==> config.mk <==
export PLATFORM = sky130hd
export DESIGN_NAME = pulse_stretcher_flat
export DESIGN_NICKNAME = d
export VERILOG_FILES = /design/src/rtl/pulse_pkg.sv /design/src/rtl/pulse_stretcher_if.sv /design/src/rtl/pulse_sync_edge.sv /design/src/rtl/pulse_stretcher.sv /design/src/flat_wrapper.sv
export SDC_FILE = /design/constraint.sdc
export NUM_CORES = 1
export LEC_CHECK = 0
export ABC_CLOCK_PERIOD_IN_PS = 6500
export CAP_MARGIN = 30
export CORE_MARGIN = 2
export CORE_UTILIZATION = 50
export DETAILED_ROUTE_END_ITERATION = 6
export PLACE_DENSITY = 0.76
export SLEW_MARGIN = 20
export SYNTH_ARGS = -nofsm -noshare
export SYNTH_HDL_FRONTEND = slang
export SYNTH_SLANG_ARGS = --single-unit
==> constraint.sdc <==
create_clock -name clk_200H -period 6.5 [get_ports clk_200H]
set_input_delay 1.95 -clock clk_200H [delete_from_list [all_inputs] [get_ports clk_200H]]
set_output_delay 1.95 -clock clk_200H [all_outputs]
set_load 0.1 [all_outputs]
==> src/rtl/pulse_pkg.sv <==
// pulse_pkg: shared constants and helpers for the pulse_stretcher slice.
//   - FSM state encoding (ST_IDLE / ST_HIGH / ST_GAP) and the matching enum
//   - default timing for the 200 Hz button/LED clock domain
//   - clog2 helper, usable in constant expressions
package pulse_pkg;

  localparam logic [1:0] ST_IDLE = 2'd0;
  localparam logic [1:0] ST_HIGH = 2'd1;
  localparam logic [1:0] ST_GAP  = 2'd2;

  typedef enum logic [1:0] {
    S_IDLE = ST_IDLE,
    S_HIGH = ST_HIGH,
    S_GAP  = ST_GAP
  } state_t;

  // 20 cycles at 200 Hz = 100 ms
  localparam int DEF_HIGH_CYC = 20;
  localparam int DEF_GAP_CYC  = 20;
  localparam int DEF_MAX_PEND = 7;

  // Ceiling log2; returns 0 for inputs <= 1.
  function automatic int clog2(input int value);
    int r;
    int v;
    r = 0;
    v = value - 1;
    while (v > 0) begin
      r = r + 1;
      v = v >> 1;
    end
    return r;
  endfunction

endpackage

==> src/rtl/pulse_stretcher_if.sv <==
// pulse_stretcher_if: event/LED signal bundle for pulse_stretcher.
//   pulse_in  - event input (per-cycle level, or raw async level in edge mode)
//   clr_ovf   - synchronous clear of the sticky overflow flag
//   led_out   - registered stretched flash
//   busy      - registered, high whenever the FSM is not idle
//   pend_cnt  - queued events not yet flashed
//   overflow  - sticky, an event was dropped
// modport master: the event source / observer side
// modport slave : the pulse_stretcher side
interface pulse_stretcher_if
  import pulse_pkg::*;
#(
  parameter int MAX_PEND = DEF_MAX_PEND
);

  logic                            pulse_in;
  logic                            clr_ovf;
  logic                            led_out;
  logic                            busy;
  logic [$clog2(MAX_PEND+1)-1:0]   pend_cnt;
  logic                            overflow;

  modport master (
    output pulse_in,
    output clr_ovf,
    input  led_out,
    input  busy,
    input  pend_cnt,
    input  overflow
  );

  modport slave (
    input  pulse_in,
    input  clr_ovf,
    output led_out,
    output busy,
    output pend_cnt,
    output overflow
  );

endinterface

==> src/rtl/pulse_sync_edge.sv <==
// pulse_sync_edge: 2-FF synchronizer followed by a rising-edge detector.
//   clk_200H  - clock
//   rst_n     - async active-low reset, all flops reset to 0
//   async_in  - raw asynchronous level
//   rise_out  - one-cycle pulse on each synchronized 0->1 transition
// A held-high input produces exactly one rise_out pulse.
module pulse_sync_edge (
  input  logic clk_200H,
  input  logic rst_n,
  input  logic async_in,
  output logic rise_out
);

  logic meta_q, meta_d;
  logic sync_q, sync_d;
  logic prev_q, prev_d;

  always_comb begin
    meta_d = async_in;
    sync_d = meta_q;
    prev_d = sync_q;
  end

  always_ff @(posedge clk_200H or negedge rst_n) begin
    if (!rst_n) begin
      meta_q <= 1'b0;
      sync_q <= 1'b0;
      prev_q <= 1'b0;
    end else begin
      meta_q <= meta_d;
      sync_q <= sync_d;
      prev_q <= prev_d;
    end
  end

  assign rise_out = sync_q & ~prev_q;

endmodule

==> src/rtl/pulse_stretcher.sv <==
// pulse_stretcher: turns single-cycle button events into visible LED flashes.
// Each accepted event gives HIGH_CYC cycles of led_out=1 followed by GAP_CYC
// cycles off. Events arriving while a flash is in progress are queued in a
// saturating counter (up to MAX_PEND) and replayed back-to-back; events that
// find the queue full are dropped and set the sticky overflow flag.
//   clk_200H - 200 Hz button/LED clock
//   rst_n    - async active-low reset
//   bus      - pulse_stretcher_if.slave (pulse_in, clr_ovf in; led_out,
//              busy, pend_cnt, overflow out, all outputs registered)
// Build option PULSE_STRETCH_EDGE_IN_EN: pulse_in is a raw async level,
// synchronized and rising-edge detected (adds 2 cycles of latency).
// Without it, every high cycle of pulse_in is one event.
//
// state  | meaning
// IDLE   | no flash, queue empty, waiting for an event
// HIGH   | led on, timer counting down HIGH_CYC cycles
// GAP    | led off, timer counting down GAP_CYC cycles, then replay or idle
module pulse_stretcher
  import pulse_pkg::*;
#(
  parameter int HIGH_CYC = DEF_HIGH_CYC,
  parameter int GAP_CYC  = DEF_GAP_CYC,
  parameter int MAX_PEND = DEF_MAX_PEND
) (
  input  logic               clk_200H,
  input  logic               rst_n,
  pulse_stretcher_if.slave   bus
);

  localparam int T_MAX = (HIGH_CYC > GAP_CYC) ? HIGH_CYC : GAP_CYC;
  localparam int TW    = (clog2(T_MAX) < 1) ? 1 : clog2(T_MAX);
  localparam int PW    = $clog2(MAX_PEND + 1);

  localparam logic [TW-1:0] T_HIGH_LD = TW'(HIGH_CYC - 1);
  localparam logic [TW-1:0] T_GAP_LD  = TW'(GAP_CYC - 1);
  localparam logic [PW-1:0] PEND_MAX  = PW'(MAX_PEND);

  logic ev;

`ifdef PULSE_STRETCH_EDGE_IN_EN
  pulse_sync_edge u_sync_edge (
    .clk_200H (clk_200H),
    .rst_n    (rst_n),
    .async_in (bus.pulse_in),
    .rise_out (ev)
  );
`else
  assign ev = bus.pulse_in;
`endif

  state_t          state_q, state_d;
  logic [TW-1:0]   timer_q, timer_d;
  logic [PW-1:0]   pend_q,  pend_d;
  logic            ovf_q,   ovf_d;
  logic            led_q,   led_d;
  logic            busy_q,  busy_d;

  logic take;   // event consumed directly, never enters the queue
  logic pop;    // queued event replayed on GAP -> HIGH
  logic push;
  logic drop;

  always_comb begin
    state_d = state_q;
    timer_d = timer_q;
    take    = 1'b0;
    pop     = 1'b0;

    unique case (state_q)
      S_IDLE: begin
        if (ev) begin
          state_d = S_HIGH;
          timer_d = T_HIGH_LD;
          take    = 1'b1;
        end
      end
      S_HIGH: begin
        if (timer_q == '0) begin
          state_d = S_GAP;
          timer_d = T_GAP_LD;
        end else begin
          timer_d = timer_q - TW'(1);
        end
      end
      S_GAP: begin
        if (timer_q == '0) begin
          // queued events have priority over a fresh one so order is kept
          if (pend_q != '0) begin
            state_d = S_HIGH;
            timer_d = T_HIGH_LD;
            pop     = 1'b1;
          end else if (ev) begin
            state_d = S_HIGH;
            timer_d = T_HIGH_LD;
            take    = 1'b1;
          end else begin
            state_d = S_IDLE;
          end
        end else begin
          timer_d = timer_q - TW'(1);
        end
      end
      default: begin
        state_d = S_IDLE;
        timer_d = '0;
      end
    endcase

    // A push that coincides with a pop leaves the count unchanged, so it
    // can never be dropped even when the queue is full.
    push = ev & ~take;
    drop = push & ~pop & (pend_q == PEND_MAX);

    pend_d = pend_q;
    if (push && !pop && !drop) begin
      pend_d = pend_q + PW'(1);
    end else if (pop && !push) begin
      pend_d = pend_q - PW'(1);
    end

    // drop is applied after clear so a same-cycle drop keeps the flag set
    ovf_d = ovf_q;
    if (bus.clr_ovf) begin
      ovf_d = 1'b0;
    end
    if (drop) begin
      ovf_d = 1'b1;
    end

    led_d  = (state_d == S_HIGH);
    busy_d = (state_d != S_IDLE);
  end

  always_ff @(posedge clk_200H or negedge rst_n) begin
    if (!rst_n) begin
      state_q <= S_IDLE;
      timer_q <= '0;
      pend_q  <= '0;
      ovf_q   <= 1'b0;
      led_q   <= 1'b0;
      busy_q  <= 1'b0;
    end else begin
      state_q <= state_d;
      timer_q <= timer_d;
      pend_q  <= pend_d;
      ovf_q   <= ovf_d;
      led_q   <= led_d;
      busy_q  <= busy_d;
    end
  end

  assign bus.led_out  = led_q;
  assign bus.busy     = busy_q;
  assign bus.pend_cnt = pend_q;
  assign bus.overflow = ovf_q;

endmodule
==> src/flat_wrapper.sv <==
// flat-port wrapper written by rule: the top's interface ports become plain ports
module pulse_stretcher_flat import pulse_pkg::*;
#(
  parameter int HIGH_CYC = DEF_HIGH_CYC,
  parameter int GAP_CYC  = DEF_GAP_CYC,
  parameter int MAX_PEND = DEF_MAX_PEND
)
  (clk_200H, rst_n, bus_pulse_in, bus_clr_ovf, bus_led_out, bus_busy, bus_pend_cnt, bus_overflow);
  pulse_stretcher_if #(.MAX_PEND(MAX_PEND)) bus_i ();
  input  logic clk_200H;
  input  logic rst_n;
  input wire logic [$bits(bus_i.pulse_in)-1:0] bus_pulse_in;
  input wire logic [$bits(bus_i.clr_ovf)-1:0] bus_clr_ovf;
  output wire logic [$bits(bus_i.led_out)-1:0] bus_led_out;
  output wire logic [$bits(bus_i.busy)-1:0] bus_busy;
  output wire logic [$bits(bus_i.pend_cnt)-1:0] bus_pend_cnt;
  output wire logic [$bits(bus_i.overflow)-1:0] bus_overflow;
  assign bus_i.pulse_in = bus_pulse_in;
  assign bus_i.clr_ovf = bus_clr_ovf;
  assign bus_led_out = bus_i.led_out;
  assign bus_busy = bus_i.busy;
  assign bus_pend_cnt = bus_i.pend_cnt;
  assign bus_overflow = bus_i.overflow;
  pulse_stretcher #(.HIGH_CYC(HIGH_CYC), .GAP_CYC(GAP_CYC), .MAX_PEND(MAX_PEND)) u_core (.clk_200H(clk_200H), .rst_n(rst_n), .bus(bus_i));
endmodule
Yosys cells after proc, flatten, opt, wreduce, memory -nomap -nowiden
Index checks and enable logic that the tools add are counted.
{ "totals": {"register_bits": 13, "inputBits": 4, "out_inout_bits": 6, "wordCells": 52} }
{ "classes": {"n_addsub": 3, "n_eq_ne": 4, "muxes": 22, "bitwise_logic": 5, "reduce_logical": 12} }
{ "op_table": {"columns": ["cell", "count"], "rows": [
  ["5-bit two-way mux", 4],
  ["5-bit case mux with 3 select lines", 1],
  ["1-bit two-way mux", 9],
  ["2-bit two-way mux", 4],
  ["3-bit two-way mux", 2],
  ["2-bit case mux with 3 select lines", 1],
  ["2-bit nonzero test", 3],
  ["5-bit logical NOT", 1],
  ["5-bit by 1-bit subtractor with 5-bit output (second input constant)", 1],
  ["2-bit by 1-bit == test with 1-bit output (second input constant)", 2],
  ["3-bit by 1-bit adder with 3-bit output (second input constant)", 1],
  ["1-bit bitwise AND", 3],
  ["3-bit == test (second input constant)", 1],
  ["1-bit logical AND", 3],
  ["1-bit logical NOT", 3],
  ["3-bit nonzero test", 1],
  ["3-bit by 1-bit subtractor with 3-bit output (second input constant)", 1],
  ["2-bit == test (second input constant)", 1],
  ["2-bit logical NOT", 1],
  ["1-bit NOT", 2],
  ["1-bit case mux with 2 select lines", 1]
]} }

Longest topological paths before layout
Gate-level depths: netlist (run 1).
{ "depth": {"depth_word": 11, "mapped_depth": 10, "depth_no_buf": 10} }

Least setup slack after synthesis (run 1)
Ideal clock, no wire load.
{ "synth_path": {"path_kind": "in2reg", "from": "in bus_pulse_in", "to": "reg u_core.pend_q[2], in the netlist u_core.bus.pend_cnt[2]", "setup_ps": 94, "t_arrival_ps": 3684, "required_time_ps": 6406, "setup_slack_ps": 2722, "cell_stages": 7, "cell_sequence": "nand2_1 -> or2_2 -> fa_1 -> or4b_2 -> mux2i_1 -> o22ai_1 -> a211oi_1"} }
{ "synth_via": {"elab_chain_len": 11} }
{ "synth_lines": {"columns": ["element", "line_no", "rtl"], "rows": [
  ["from (decl)", "flat_wrapper.sv:12", "input wire logic [$bits(bus_i.pulse_in)-1:0] bus_pulse_in;"],
  ["1-bit two-way mux", "pulse_stretcher.sv:71, pulse_stretcher.sv:92", null],
  ["1-bit two-way mux", "pulse_stretcher.sv:88", "if (pend_q != '0) begin"],
  ["1-bit two-way mux", "pulse_stretcher.sv:86", "if (timer_q == '0) begin"],
  ["1-bit case mux with 2 select lines", "pulse_stretcher.sv:69", "unique case (state_q)"],
  ["1-bit NOT", "pulse_stretcher.sv:111", "push = ev & ~take;"],
  ["1-bit bitwise AND *", "pulse_stretcher.sv:111", null],
  ["1-bit bitwise AND (2 in series)", "pulse_stretcher.sv:112", "drop = push & ~pop & (pend_q == PEND_MAX);"],
  ["1-bit logical NOT", "pulse_stretcher.sv:115", "if (push && !pop && !drop) begin"],
  ["1-bit logical AND", "pulse_stretcher.sv:115", null],
  ["3-bit two-way mux / 2-bit nonzero test (equally long branches)", null, null],
  ["to (signal assigned)", "pulse_stretcher.sv:145", "pend_q <= pend_d;"],
  ["to (decl)", "pulse_stretcher.sv:53", "logic [PW-1:0] pend_q, pend_d;"]
]} }
Mark *: on every way between the ends. The rest lies on a longest branch, timed or not.
A chain may end at the register's enable or synchronous reset.

Final worst setup path (run 1)
Same ends and word-level chain as after synthesis.

==> key figures, run 1 <==
Outcome
  – Outcome: completed

Place
  – DP HPWL: 1.16 mm
  – GPL Wtd Cong: 0.816
  – Number of port buffers: 9

Setup path
  – Worst EP arrival: 4.42 ns
  – Crit path from: bus_pulse_in
  – Setup CP Type: in -> reg
  – Max Fanout on Critical Path: 7
  – Type of element launching the critical path: input port
  – FF-to-FF Start: u_core.timer_q[0]
  – CP endpoint kind: register
  – CP Data Required Time: 6.68 ns

CTS
  – Clk buf depth: 2
  – CTS tree: built
  – Clock buffer count from CTS: 3
  – Root Driver: clkbuf_4
  – Clk Latency, worst-skew pair: 0.28 ns
  – Clock edge transition at the registers on the reported setup and hold paths: 0.08 ns
  – # H-tree levels: 1
  – Sink Count: 13
  – Post-CTS sizing: 0
  – Setup Buffers After CTS: 0
  – Hold_buf cts: 0

Detailed routing
  – ANT nets after route: 0
  – DR pass1 iterations: 4
  – Via density: 6.05
  – 1st-iter DRT viols: 14
  – Drt wl/cell: 14.4 um
  – Drt total wl: 1.58 mm
  – Routed via count: 666
  – DRC: 0

Yosys
  – Mean Syn Cell Area: 9.66 um^2
  – Synth Cell Area: 802 um^2
  – Synth top area cells: dfrtp_1 41%, nand3_1 3.7%, nand2_1 3.3%
  – Seq/Total Area, Yosys: 40.6%
  – Register bit count reported by yosys: 13
  – Synth top area share: 40.6%
  – Post-synth top area cell: dfrtp_1
  – Ys Warns: 0
  – Ys flop type: dfrtp_1
  – Post-synthesis cell type count: 39
  – Syn Nets: 89
  – Number of synthesized flops with an enable pin: 0
  – Async SR Flop Fraction: 100%
  – Mapped Cells: 83

Finish
  – Multi-input logic area: 437 um^2
  – Area Overhead vs Synth: 14.8%
  – Reg area: 325 um^2
  – Ant. Diodes: 0
  – Final net count: 101
  – Fraction of layout cells with a size suffix above 1: 12.8%
  – Fill count: 129

STA
  – Slew margin rel.: 35.1%
  – RSZ-0062 raised after global routing: false
  – Fmax: 0.236 GHz
  – Setup TNS: 0 ns
  – # setup viols final: 0
  – Final hold vios: 0
  – Final Cycle Share: 65.2%
  – Max-slew violations: 0
  – Period minus WS final: 4.24 ns
  – Hold Slack: 0.537 ns
  – Worst slew pin tran: 0.970 ns
  – Clock skew: 0.00270 ns

GRT
  – First-pass GRT wire length: 2.73 mm
  – Gr ovfl total: 0
  – Total GRT Usage: 18.9%
  – Initial antenna violation count: 0
  – Largest net degree at the start of global routing: 14
  – Vias in the first global route: 608

Die
  – Die span in x: 44.1 um
  – Ports: 10
  – Die area: 1940 um^2
  – Core ar.: 1510 um^2
  – Starting density of the core: 53.2%
  – Row count: 14
  – Height of the die: 44.1 um

Flow run
  – Max_cap viols: 0

Min path
  – HP Class: reg -> reg
  – Hold Crit Start: u_core.bus.overflow
-- worst max-delay path, cell delays in order --
cell and delay, ns:
clkdlybuf4s50_1 0.58, nand2_1 0.11, or2_2 0.29, fa_1 0.45
or4b_2 0.63, mux2i_1 0.14, o22ai_1 0.10, a211oi_1 0.18
-- flip-flops by register name, indices dropped and copies added (netlist names) --
name	cells
u_core.bus.pend_cnt	3
u_core.bus.busy	1
u_core.bus.overflow	1
u_core.timer_q	5
u_core.state_q	2
u_core.bus.led_out	1
-- cells in the mapped netlist, drive strengths merged, types with 2 or more instances --
library cell,count
nor3,3
and2,2
or3,2
nor2b,2
and3,2
inv,6
a21oi,4
a31oi,2
or4b,2
o22ai,3
nand2,7
dfrtp,13
nand2b,2
clkbuf,2
nor2,3
nand3,6
o21ai,5
-- through the flow --
step / util [%] / instances / setup slack, ns / cell area (um^2)
global route: 61.1 / 110 / 2.09 / 921
finish: 61.1 / 110 / 2.26 / 921
detailed placement: 59.4 / 106 / 1.97 / 895
floorplan: - / 83 / 2.72 / 802
global placement: 59.4 / 106 / 2.07 / 895
CTS: 61.1 / 110 / 2.26 / 921
-- cells in the final DEF, fill, tap and decap left out --
cell and instances:
clkbuf_4 3, a211oi_1 1, and3_1 2, xnor2_1 1
and2_2 1, a32o_1 1, nand3b_1 1, a31o_2 1
o22ai_2 1, nor3_1 3, or2_2 1, o311a_1 1
and2_1 1, a21o_1 1, o32ai_1 1, o22ai_1 2
clkdlybuf4s50_1 9, a22oi_1 1, clkbuf_1 1, nand3_1 6
or4b_2 1, maj3_1 1, or3_1 2, a21oi_4 1
ha_1 1, nor2b_1 2, mux2_4 1, a21oi_1 3
mux2i_1 1, nor3b_1 1, dfrtp_1 13, nand2b_1 2
o21ai_0 5, fa_1 1, a31oi_1 2, nand2_1 7
or4b_4 1, nor4b_2 1, nor2_1 3, inv_1 6
-- layer usage --
metal / vias up / part of all wire [%] / wire length [um] / GRT usage (%)
li1: 329 / - / - / -
met1: 323 / 48 / 766 / 26.4
met2: 12 / 47 / 746 / 28.8
met3: 2 / 3.5 / 56 / 3.67
met4: 0 / 0.88 / 14 / 7.88
met5: - / 0 / 0 / 0
-- path summary, 6_finish.rpt --
kind	endpoint	slack (ns)	cells after the start
worst min-delay path	u_core.bus.overflow	0.54	2
worst max register to register	u_core.bus.pend_cnt[2]	3.62	10
worst min register to register	u_core.bus.overflow	0.54	2
worst max-delay path	u_core.bus.pend_cnt[2]	2.26	8
min in group asynchronous	u_core.timer_q[4]	2.05	1
max in group asynchronous	u_core.bus.pend_cnt[0]	4.07	1
-- logic make-up after synthesis --
family	Yosys count	synth area share, %
AND/OR/NAND/NOR	35	25.7
multiplexers	2	3.12
flip-flops	13	40.6
XOR/XNOR	1	1.09
adder cells (fa/ha/maj)	3	5.30
AO/OA/AOI/OAI	21	19.2
buffers and inverters	8	4.99
-- area by class of cell --
class | instances | area share [%]
Sequential cell | 13 | 35.3
Tap cell | 16 | 2.17
Inverter | 6 | 2.45
Clock buffer | 4 | 2.85
Multi-Input combinational cell | 62 | 47.4
Timing Repair Buffer | 9 | 9.78
Power of run 1 is not shown: default switching activity piles up to over one toggle a cycle in this logic, so the estimate is an artifact.
==> run 2, diff against run 1 <==
--- a/config.mk
+++ b/config.mk
@@ -5,12 +5,12 @@
 export SDC_FILE = /design/constraint.sdc
 export NUM_CORES = 1
 export LEC_CHECK = 0
-export ABC_CLOCK_PERIOD_IN_PS = 6500
+export ABC_CLOCK_PERIOD_IN_PS = 3500
 export CAP_MARGIN = 30
 export CORE_MARGIN = 2
-export CORE_UTILIZATION = 50
+export CORE_UTILIZATION = 47
 export DETAILED_ROUTE_END_ITERATION = 6
-export PLACE_DENSITY = 0.76
+export PLACE_DENSITY = 0.75
 export SLEW_MARGIN = 20
 export SYNTH_ARGS = -nofsm -noshare
 export SYNTH_HDL_FRONTEND = slang
==> constraint.sdc (replaced) <==
create_clock -name clk_200H -period 3.5 [get_ports clk_200H]
set_input_delay 1.05 -clock clk_200H [delete_from_list [all_inputs] [get_ports clk_200H]]
set_output_delay 1.05 -clock clk_200H [all_outputs]
set_load 0.1 [all_outputs]
==> run 2 against run 1 <==
Against the previous run: global-route usage is 2.5 points higher; critical path type unchanged; utilization shrank 1.6 points; cell count is 2.7% higher; register-to-register slack worse by 3.0 ns; wire length up 13%; flip-flop and latch count unchanged; sequential share of layout area is 0.29 points lower; clock-buffer cell count unchanged.
==> key figures, run 2 (synthesis results as in run 1) <==
Outcome
  – Outcome: completed

Setup path
  – Number of buffers and inverters on the critical path: 1
  – Worst EP arrival: 3.39 ns
  – Delay-heaviest family, CP: simple AND/OR/NAND/NOR gates
  – Worst path slowest cell: or4b_2
  – Max incr delay on CP: 0.63 ns
  – Max Fanout on Critical Path: 2
  – Crit-path cells: clkdlybuf4s50_1 -> nand2_1 -> or2_2 -> fa_1 -> or4b_2 -> mux2i_1 -> o22ai_1 -> a211oi_1
  – CP Data Required Time: 3.71 ns
  – Type of element launching the critical path: input port
  – Setup CP Type: in -> reg
  – CP endpoint kind: register

Finish
  – Reg area: 325 um^2
  – Most frequent cells in the layout: 13 x dfrtp_1, 9 x buf_4, 7 x nand2_1
  – Fill count: 143
  – Area Overhead vs Synth: 15.8%
  – Fraction of layout cells with a size suffix above 1: 21.6%
  – Commonest non-fill, non-tap cell in the layout: dfrtp_1
  – Ant. Diodes: 0
  – Largest register FFs: 5
  – Multi-input logic area: 437 um^2
  – Design Area, Final: 928 um^2
  – Reg with most FFs: u_core.timer_q
  – Final net count: 104

Detailed routing
  – Routed via count: 685
  – DRC: 0
  – Met3 Wirelength: 81 um
  – ANT nets after route: 0
  – Met2 wire len: 894 um
  – Met1 WL: 784 um
  – Drt total wl: 1.79 mm
  – Drt wl/cell: 15.8 um
  – 1st-iter DRT viols: 10
  – Highest routed layer: met4
  – Via density: 6.06
  – DR pass1 iterations: 4

GRT
  – Gr ovfl total: 0
  – First-pass GRT wire length: 2.99 mm
  – Largest net degree at the start of global routing: 14
  – Total GRT Usage: 21.4%
  – Vias in the first global route: 638
  – Initial antenna violation count: 0

CTS
  – Post-CTS sizing: 0
  – Clk Latency, worst-skew pair: 0.29 ns
  – Clock edge transition at the registers on the reported setup and hold paths: 0.09 ns
  – Clock buffer count from CTS: 3
  – Clk buf depth: 2
  – Sink Count: 13
  – Hold_buf cts: 0
  – Setup Buffers After CTS: 0
  – # H-tree levels: 1
  – CTS tree: built
  – Root Driver: clkbuf_4

STA
  – Setup TNS: 0 ns
  – Slew margin rel.: 58.4%
  – Final WS setup: 0.312 ns
  – RSZ-0062 raised after global routing: false
  – Final hold vios: 0
  – # setup viols final: 0
  – Final Cycle Share: 91.1%
  – Max-slew violations: 0
  – Worst slew pin tran: 0.622 ns
  – Fmax: 0.314 GHz
  – Clock skew: 0.00309 ns
  – Period minus WS final: 3.19 ns
  – Hold Slack: 0.555 ns

Min path
  – HP Class: reg -> reg

Die
  – Height of the die: 45.3 um
  – Ports: 10
  – Core ar.: 1560 um^2
  – Row count: 14
  – Die span in x: 45.3 um
  – Die area: 2050 um^2
  – Starting density of the core: 51.4%

Place
  – GPL Wtd Cong: 0.892
  – Number of port buffers: 9
  – Pre-CTS setup slack: 0.0804 ns
  – Placed instance area: 902 um^2
  – DP HPWL: 1.25 mm

Flow run
  – Max_cap viols: 0
[run 2: cell types whose count changed in the layout (fill, tap and decap cells not counted)]
cell             delta
buf_4               +9
clkdlybuf4s50_1     -6
[run 2: through the flow]
step | std cells | util, %
finish | 113 | 59.6
floorplan | 83 | -
CTS | 113 | 59.6
detailed placement | 109 | 57.9
global placement | 109 | 57.9
global route | 113 | 59.6
[run 2: worst paths after layout]
check | from | endpoint | slack, ns | depth (start not counted)
worst max register to register | u_core.timer_q[0] | u_core.bus.pend_cnt[2] | 0.60 | 10
worst max-delay path | bus_pulse_in | u_core.bus.pend_cnt[2] | 0.31 | 8
max in group asynchronous | rst_n | u_core.timer_q[1] | 1.96 | 1
worst min register to register | u_core.bus.overflow | u_core.bus.overflow | 0.55 | 2
worst min-delay path | u_core.bus.overflow | u_core.bus.overflow | 0.55 | 2
min in group asynchronous | rst_n | u_core.bus.led_out | 1.14 | 1
[run 2: worst register-to-register path: stages (launching register included)]
cell and delay [ns]:
dfrtp_1 0.34, inv_1 0.07, ha_1 0.25, or4b_4 0.25, a21oi_4 0.08, or2_2 0.33
fa_1 0.39, or4b_2 0.63, mux2i_1 0.20, o22ai_1 0.12, a211oi_1 0.17
[run 2: area by class of cell]
cell class,count,share of cell area [%]
Multi-Input combinational cell,62,47.0
Tap cell,16,2.16
Inverter,6,2.43
Clock buffer,4,2.83
Sequential cell,13,35.0
Timing Repair Buffer,12,10.5
[run 2: layer usage]
layer / global-route usage [%] / vias up
li1: - / 331
met1: 25.7 / 337
met2: 34.0 / 13
met3: 8.40 / 4
met4: 8.82 / 0
met5: 0 / -
Power of run 2 is left out for the same reason.
